### src/rtl/voltmeter_pkg.sv
// Shared types and helpers for the voltmeter conversion path.
// Holds the gate sequencer state enum, the fault code values and a ceil-log2 helper.
// Used at elaboration only. There is no runtime logic and no backpressure.
package voltmeter_pkg;

  typedef enum logic [2:0] {
    ST_IDLE,
    ST_WAIT_REF,
    ST_SETTLE,
    ST_START,
    ST_CONVERT,
    ST_HOLD,
    ST_FAULT
  } gate_state_t;

  localparam logic [1:0] FAULT_NONE     = 2'd0;
  localparam logic [1:0] FAULT_REF_LOST = 2'd1;
  localparam logic [1:0] FAULT_ABORT    = 2'd2;
  localparam logic [1:0] FAULT_TIMEOUT  = 2'd3;

  // Returns the number of bits needed to index v distinct values, i.e. ceil(log2(v)).
  function automatic int CLOG2(input int v);
    int r;
    r = 0;
    for (int i = 0; i < 31; i++) begin
      if ((1 << i) < v) r = i + 1;
    end
    return r;
  endfunction

endpackage

### src/rtl/gate_down_counter.sv
// Loadable down-counter. The settle and convert phases of the gate sequencer share it.
// Latency: value updates one cycle after load/dec. is_one decodes the registered value.
// Backpressure: none. load takes priority over dec, and the count holds at zero.
// Ports: clk_i, rst_ni, load, load_val, dec -> value, is_one
module gate_down_counter #(
  parameter int W = 8
) (
  input  logic         clk_i,
  input  logic         rst_ni,
  input  logic         load,
  input  logic [W-1:0] load_val,
  input  logic         dec,
  output logic [W-1:0] value,
  output logic         is_one
);

  always_ff @(posedge clk_i or negedge rst_ni) begin
    if (!rst_ni) begin
      value <= '0;
    end else if (load) begin
      value <= load_val;
    end else if (dec && (value != '0)) begin
      value <= value - 1'b1;
    end
  end

  assign is_one = (value == W'(1));

endmodule

### src/rtl/conv_gate_seq.sv
// Conversion gate sequencer. It runs one ADC conversion per request once the reference is OK and settled.
// Latency: start fires SETTLE_TICKS+2 cycles after the request. The result registers one cycle after adc_done_i.
// Backpressure: the result is held until result_ready_i. Requests arriving while busy or faulted are dropped.
// Ports: reference status inputs (ref_ok_i, ref_fall_i, guard_active_i, low_long_i), meas_req_i, ADC handshake,
//        result valid/ready, fault_clr_i -> busy_o, adc_start_o, result_*, fault_o, fault_code_o.
// Optional macro CONV_GATE_STATS_EN adds abort_cnt_o / timeout_cnt_o. These are saturating and cleared only by reset.
module conv_gate_seq
  import voltmeter_pkg::*;
#(
  parameter int SETTLE_TICKS = 64,
  parameter int CONV_TIMEOUT = 4096,
  parameter int MAX_RETRY    = 3,
  parameter int DATA_W       = 16
) (
  input  logic              clk_i,
  input  logic              rst_ni,
  input  logic              ref_ok_i,
  input  logic              ref_fall_i,
  input  logic              guard_active_i,
  input  logic              low_long_i,
  input  logic              meas_req_i,
  input  logic              adc_done_i,
  input  logic [DATA_W-1:0] adc_data_i,
  input  logic              result_ready_i,
  input  logic              fault_clr_i,
  output logic              busy_o,
  output logic              adc_start_o,
  output logic              result_valid_o,
  output logic [DATA_W-1:0] result_data_o,
  output logic              fault_o,
  output logic [1:0]        fault_code_o
`ifdef CONV_GATE_STATS_EN
  ,
  output logic [7:0]        abort_cnt_o,
  output logic [7:0]        timeout_cnt_o
`endif
);

  localparam int CNT_MAX = (SETTLE_TICKS > CONV_TIMEOUT) ? SETTLE_TICKS : CONV_TIMEOUT;
  localparam int CW      = CLOG2(CNT_MAX + 1);
  localparam int RW      = CLOG2(MAX_RETRY + 1);
  localparam logic [RW-1:0] RETRY_LIMIT = RW'(MAX_RETRY);

  gate_state_t    state_q, state_d;
  logic [RW-1:0]  retry_q, retry_d;
  logic [1:0]     code_d;
  logic           cnt_load, cnt_dec, cnt_is_one;
  logic [CW-1:0]  cnt_load_val, cnt_value;
  logic           capture;
  logic           abort_evt, tmo_evt;

  gate_down_counter #(.W(CW)) u_cnt (
    .clk_i    (clk_i),
    .rst_ni   (rst_ni),
    .load     (cnt_load),
    .load_val (cnt_load_val),
    .dec      (cnt_dec),
    .value    (cnt_value),
    .is_one   (cnt_is_one)
  );

  always_comb begin
    state_d      = state_q;
    retry_d      = retry_q;
    code_d       = fault_code_o;
    cnt_load     = 1'b0;
    cnt_load_val = '0;
    cnt_dec      = 1'b0;
    capture      = 1'b0;
    abort_evt    = 1'b0;
    tmo_evt      = 1'b0;

    case (state_q)
      ST_IDLE: begin
        if (meas_req_i) state_d = ST_WAIT_REF;
      end
      ST_WAIT_REF: begin
        if (low_long_i) begin
          state_d = ST_FAULT;
          code_d  = FAULT_REF_LOST;
        end else if (ref_ok_i && !guard_active_i) begin
          state_d      = ST_SETTLE;
          cnt_load     = 1'b1;
          cnt_load_val = CW'(SETTLE_TICKS);
        end
      end
      ST_SETTLE: begin
        cnt_dec = 1'b1;
        if (low_long_i) begin
          state_d = ST_FAULT;
          code_d  = FAULT_REF_LOST;
        end else if (!ref_ok_i || ref_fall_i || guard_active_i) begin
          // Losing the reference while settling costs no retry. The settle just starts over.
          state_d = ST_WAIT_REF;
        end else if (cnt_is_one) begin
          state_d = ST_START;
        end
      end
      ST_START: begin
        cnt_load     = 1'b1;
        cnt_load_val = CW'(CONV_TIMEOUT);
        if (low_long_i) begin
          state_d = ST_FAULT;
          code_d  = FAULT_REF_LOST;
        end else begin
          state_d = ST_CONVERT;
        end
      end
      ST_CONVERT: begin
        cnt_dec = 1'b1;
        if (low_long_i) begin
          state_d = ST_FAULT;
          code_d  = FAULT_REF_LOST;
        end else if (ref_fall_i || !ref_ok_i) begin
          // A drop outranks adc_done_i. A result taken under a bad reference is never trusted.
          abort_evt = 1'b1;
          retry_d   = retry_q + 1'b1;
          if (retry_d == RETRY_LIMIT) begin
            state_d = ST_FAULT;
            code_d  = FAULT_ABORT;
          end else begin
            state_d = ST_WAIT_REF;
          end
        end else if (adc_done_i) begin
          capture = 1'b1;
          state_d = ST_HOLD;
        end else if (cnt_is_one) begin
          tmo_evt = 1'b1;
          state_d = ST_FAULT;
          code_d  = FAULT_TIMEOUT;
        end
      end
      ST_HOLD: begin
        if (result_valid_o && result_ready_i) begin
          state_d = ST_IDLE;
          retry_d = '0;
        end
      end
      ST_FAULT: begin
        if (fault_clr_i) begin
          state_d = ST_IDLE;
          code_d  = FAULT_NONE;
          retry_d = '0;
        end
      end
      default: state_d = ST_IDLE;
    endcase
  end

  // Outputs are decoded from the next state and then registered, so each one is valid in the cycle its state is entered.
  always_ff @(posedge clk_i or negedge rst_ni) begin
    if (!rst_ni) begin
      state_q        <= ST_IDLE;
      retry_q        <= '0;
      busy_o         <= 1'b0;
      adc_start_o    <= 1'b0;
      result_valid_o <= 1'b0;
      result_data_o  <= '0;
      fault_o        <= 1'b0;
      fault_code_o   <= FAULT_NONE;
    end else begin
      state_q        <= state_d;
      retry_q        <= retry_d;
      busy_o         <= (state_d == ST_WAIT_REF) || (state_d == ST_SETTLE) ||
                        (state_d == ST_START) || (state_d == ST_CONVERT) ||
                        (state_d == ST_HOLD);
      adc_start_o    <= (state_d == ST_START);
      result_valid_o <= (state_d == ST_HOLD);
      fault_o        <= (state_d == ST_FAULT);
      fault_code_o   <= code_d;
      if (capture) result_data_o <= adc_data_i;
    end
  end

`ifdef CONV_GATE_STATS_EN
  always_ff @(posedge clk_i or negedge rst_ni) begin
    if (!rst_ni) begin
      abort_cnt_o   <= '0;
      timeout_cnt_o <= '0;
    end else begin
      if (abort_evt && (abort_cnt_o != 8'hFF)) abort_cnt_o <= abort_cnt_o + 8'd1;
      if (tmo_evt && (timeout_cnt_o != 8'hFF)) timeout_cnt_o <= timeout_cnt_o + 8'd1;
    end
  end
`else
  logic unused_evt;
  assign unused_evt = abort_evt ^ tmo_evt;
`endif

endmodule

### config.mk
export PLATFORM = sky130hd
export DESIGN_NAME = conv_gate_seq
export DESIGN_NICKNAME = d
export VERILOG_FILES = /design/src/rtl/voltmeter_pkg.sv /design/src/rtl/gate_down_counter.sv /design/src/rtl/conv_gate_seq.sv
export SDC_FILE = /design/constraint.sdc
export NUM_CORES = 1
export LEC_CHECK = 0
export ABC_AREA = 0
export BUFFER_PORTS_ARGS = -buffer_cell sky130_fd_sc_hd__buf_2
export CAP_MARGIN = 20
export CORE_ASPECT_RATIO = 1.2
export CORE_MARGIN = 5
export CORE_UTILIZATION = 50
export DETAILED_ROUTE_END_ITERATION = 16
export GPL_TIMING_DRIVEN = 0
export PLACE_DENSITY = 0.81
export SETUP_SLACK_MARGIN = 0.5
export SKIP_LAST_GASP = 1
export SLEW_MARGIN = 20
export SYNTH_ARGS = -nofsm -noshare
export SYNTH_HDL_FRONTEND = slang
export SYNTH_SLANG_ARGS = --single-unit
### constraint.sdc
create_clock -name clk_i -period 2.9 [get_ports clk_i]
set_clock_uncertainty 0.1 [all_clocks]
set_input_delay 0.87 -clock clk_i [delete_from_list [all_inputs] [get_ports clk_i]]
set_output_delay 0.87 -clock clk_i [all_outputs]
set_load 0.05 [all_outputs]
### Word level (Yosys, flattened, before mapping)

Index checks and enable logic that the tools add are counted.

* flip-flop bits (word level): 40
* bits of input ports: 26

* reductions and logical operators: 20
* add/sub/neg operators: 2
* mux-type cells: 40
* equal/unequal tests: 22

Operators by type and width (number)
* $mux 3: 13
* $mux 13: 2
* $pmux 13 s2: 1
* $mux 2: 11
* $pmux 3 s7: 1
* $eq 3x3->1 const B: 6
* $mux 7: 2
* $eq 13x1->1 const B: 1
* $reduce_bool 13->1: 1
* $sub 13x1->13 const B: 1
* $eq 3x2->1 const B: 4
* $ne 4x4->1 const B: 3
* $pmux 2 s3: 2
* $ne 2x2->1 const B: 4
* $mux 1: 7
* $eq 3x1->1 const B: 2
* $logic_or 1x1->1: 6
* $reduce_and 6->1: 1
* $reduce_bool 3->1: 2
* $reduce_and 5->1: 1
* $logic_and 1x1->1: 3
* $logic_not 3->1: 1
* $reduce_or 3->1: 1
* $add 2x1->2 const B: 1
* other kinds (6): 7

### Depth between registers and ports, before layout

* word-level depth: 11
* mapped depth: 7
* depth with buffers taken out: 7

### Cells and area by module

Synthesis repeated with hierarchy kept, for this count alone.

* cells, all modules: 221
* area, all modules: 2267.2 um^2

By module, submodules not included
* conv_gate_seq: instances 1, sequential area each 675.6 um^2, cells each 118, area an instance 1380.1 um^2
* gate_down_counter: instances 1, sequential area each 325.3 um^2, cells each 103, area an instance 887.1 um^2

### Worst setup path before layout

No wires, ideal clock.

* kind: input -> register
* from: in low_long_i
* to: reg result_data_o[10]
* slack: 0.302 ns
* data arrival time: 2.373 ns
* setup time: 0.125 ns
* stages on the path: 6
* path buffers: 3
* path through: clkbuf_1 nor4b_1 and3_1 buf_2 buf_2 mux2_2

* word-level cells in the longest chain between the ends: 2

Ends and longest elaborated chain
* from (decl): RTL line conv_gate_seq.sv:20 `input logic low_long_i,`
* $mux 1: RTL line conv_gate_seq.sv:111 `if (low_long_i) begin`
* $mux 1: RTL line conv_gate_seq.sv:73 `case (state_q)`
* to (signal assigned): RTL line conv_gate_seq.sv:171 `if (capture) result_data_o <= adc_data_i;`
* to (decl): RTL line conv_gate_seq.sv:29 `output logic [DATA_W-1:0] result_data_o,`

Every way passes these cells.
A chain may end at the register's enable or synchronous reset.

### Final worst setup path

* from: reg u_cnt.value[3]
* to: reg u_cnt.value[10]

* word-level cells in the longest chain between the ends: 3
* elaborated cells on any way between the ends: 6

Ends and longest elaborated chain
* from (decl): RTL line gate_down_counter.sv:13 `output logic [W-1:0] value,`
* from (signal assigned): RTL line gate_down_counter.sv:21 `value <= load_val;`
* from (signal assigned): RTL line gate_down_counter.sv:23 `value <= value - 1'b1;`
* $sub 13x1->13 / $reduce_bool 13->1 (equally long branches): RTL line gate_down_counter.sv:23, gate_down_counter.sv:22
* $mux 13 / $logic_and 1x1->1 (equally long branches): RTL line gate_down_counter.sv:22 `end else if (dec && (value != '0)) begin`
* $mux 13 / $reduce_bool 2->1 (equally long branches)

Parallel ways exist; a longest one is shown, timed or not. The select of a mux whose other input is x is not followed.

==> run_results.csv <==
group,metric,value,unit
synthesis,synthCells,197,
grt,grt-ovfl-total,0,
clock_tree,cts_num_sinks,40,
synthesis,ys.flop_type,"dfrtp_1",
timing,setup_slack,617,ps
placed_design,hpwl,3270,um
finish,nNetsFinal,280,
timing,finalHoldViolCount,0,
timing,max_freq,438,MHz
finish,num-fill-cells,340,
grt,grt_pass1_vias,1627,
die,die-area,0.00544,mm^2
synthesis,synth-edff-count,0,
finish,area_delta_synth_final,21.5,%
setup_path,crit_chain,"or3_4 > nor4_4 > or4b_4 > or3_1 > a21oi_1",
finish,antenna-diode-count,0,
setup_path,arrival,2410,ps
setup_path,worstSetupStartpointType,"flop",
placed_design,port_buffers,46,
grt,grtUsageTotal,17.7,%
synthesis,synth.cell_area,0.00203,mm^2
synthesis,synth_top_cell_by_area,"dfrtp_1",
finish,drive_above_1_share,32.7,%
timing,rsz0062_at_grt,"false",
power_and_ir_drop,ir_drop,0.391,mV
timing,setup_viol,0,
synthesis,ys_types,43,
setup_path,slowest_delay,550,ps
synthesis,synth.top_cell.area_share,49.3,%
timing,finalSetupTns,0,ps
setup_path,cp_data_required_time,3030,ps
die,start_util,51.5,%
timing,drv_slew,0,
grt,antenna_found_initial,0,
die,pin_count,48,
power_and_ir_drop,power_density,1270,mW/mm^2
clock_tree,post_cts_buffers,0,
synthesis,syn_nets,227,
hold_path,hp-class,"flop to flop",
routing,avgRoutedWirePerCell,14.3,um
grt,grt_pass1_wl,7160,um
clock_tree,cts_buffers,5,
synthesis,synthArstFlopShare,100,%
clock_tree,root_buffer,"clkbuf_8",
synthesis,yosys_warnings,0,
clock_tree,clk_pin_slew_worst_paths,80,ps
timing,period_share,78.7,%
die,core_area,0.00394,mm^2
synthesis,synth-seq-area-share,49.3,%
routing,dr.pass1.iters,4,
setup_path,worst-setup-path-type,"flop to flop",
die,die_h,79.8,um
setup_path,crit_slowest_cell,"or4b_4",
die,rows,25,
setup_path,path_max_fanout,5,
finish,final_core_util,62.6,%
routing,via_per_inst,5.23,
grt,grt_start_max_net_pins,41,
timing,slew_headroom,43.8,%
placed_design,place_ws,327,ps
synthesis,synth.area.top_cells,"dfrtp_1, mux2_2, nor2_1, o21ai_0, a21oi_1",
clock_tree,tritoncts,"yes",
routing,drtIter0Drc,89,
placed_design,globalplace.congestion,0.885,
synthesis,ys_ff_latch,40,
clock_tree,cts_hold_buf,0,
clock_tree,htree_levels,2,
routing,drc,0,
clock_tree,clk_latency,300,ps
clock_tree,clockBufferDepth,2,
routing,vias,1596,
timing,worstMarginPinSlew,843,ps
routing,routed_wl,4350,um
flow_run,drv_cap,0,
setup_path,critPathCaptureType,"flop",
die,die-width,68.2,um
synthesis,avgSynthCellArea,10.3,um^2
outcome,status,"complete, no violations",
power_and_ir_drop,p_leak,1.20,nW
timing,period_needed,2280,ps
routing,drtAntennaViolNets,0,
[state kept, by name, summed over array words and instances (netlist names)]
name	cells
adc_start_o	1
result_valid_o	1
busy_o	1
u_cnt.value	13
fault_o	1
retry_q	2
fault_code_o	2
result_data_o	16
state_q	3
[placed cells by master (no fill, tap or decap), drive strengths merged, types with 2 or more instances in the layout]
cell	netlist	final
nor2	22	22
xor2	5	5
a21boi	2	2
nand2	13	13
nor3	4	4
or3	3	3
dfrtp	40	40
a21oi	10	10
nor4	2	2
nor2b	6	6
nand2b	4	4
ha	4	4
and3	2	2
a211o	2	2
xnor2	5	5
o21ai	16	16
inv	10	11
clkbuf	6	11
nand4	2	2
buf	3	49
mux2	17	17
a21o	2	2
[critical path, delay by kind of cell (launching register included)]
family,cells,cell delay (ps)
compound gates,1,150
simple gates,4,1540
flops,1,420
[cell families (layout without fill, tap and decap cells)]
kind of cell / after synthesis / in the layout / synth area share [%]
compound gates: 40 / 40 / 11.8
xor+xnor: 10 / 10 / 4.32
fa+ha+maj: 4 / 4 / 2.47
buf+inv: 19 / 73 / 3.82
flops: 40 / 40 / 49.3
mux: 17 / 17 / 9.43
simple gates: 67 / 67 / 18.9
[repair_timing]
item / in CTS / in global routing
hold endpoints to repair: 0 / 0
resized for setup: 0 / 2
endpoints found under the setup margin: 0 / 1
[layer usage]
layer	wire, um	up-vias	GRT usage, %
li1	-	784	-
met1	1700	762	19.0
met2	2330	43	31.5
met3	246	7	5.07
met4	78	0	7.16
met5	0	-	0
[synthesized netlist by cell type, types with 2 or more instances]
cell type and n:
nand4_1 2, clkbuf_1 6, inv_1 10, xnor2_1 5, xor2_1 5, nor2b_1 6, or3_1 2, nor3_1 4
a21o_1 2, ha_1 4, nand2_1 13, a21boi_0 2, nor4_4 2, nand2b_1 4, a211o_1 2, nor2_1 22
mux2_2 16, buf_2 2, dfrtp_1 40, and3_1 2, a21oi_1 10, o21ai_0 15
[report_power, final]
group,switching [mW],internal [mW],total (mW)
clock network,0.208,0.259,0.467
registers,0.179,0.816,0.995
logic,1.10,0.558,1.66
total,1.49,1.63,3.12
[metrics by stage]
| step | instance area [um^2] | total power, mW | hold WS, ps | cells |
|---|---|---|---|---|
| CTS | 2460 | 3.13 | 400 | 305 |
| global route | 2470 | 3.35 | 410 | 305 |
| global placement | 2340 | 2.60 | 372 | 297 |
| detailed placement | 2340 | 2.66 | 385 | 297 |
| finish | 2470 | 3.12 | 396 | 305 |
| floorplan | 2050 | 2.27 | 353 | 197 |
[path summary, 6_finish.rpt]
path	cells after the start	start	to	slack, ps
max	5	u_cnt.value[3]	u_cnt.value[10]	620
min	2	retry_q[1]	retry_q[1]	400
max reg2reg	5	u_cnt.value[3]	u_cnt.value[10]	620
min reg2reg	2	retry_q[1]	retry_q[1]	400
max in group asynchronous	1	rst_ni	u_cnt.value[7]	1610
min in group asynchronous	1	rst_ni	result_data_o[6]	570
[final cells by class]
| type | count | area, um^2 | area share (%) |
|---|---|---|---|
| sequential | 40 | 1000 | 40.6 |
| multi-input combinational | 138 | 965 | 39.1 |
| timing repair buffer | 46 | 230 | 9.34 |
| clock buffer | 5 | 68.8 | 2.79 |
| tap | 54 | 67.6 | 2.74 |
| buffer | 9 | 50.0 | 2.03 |
| clock inverter | 3 | 46.3 | 1.88 |
| inverter | 10 | 37.5 | 1.52 |
Power figures use the tool's default switching activity.
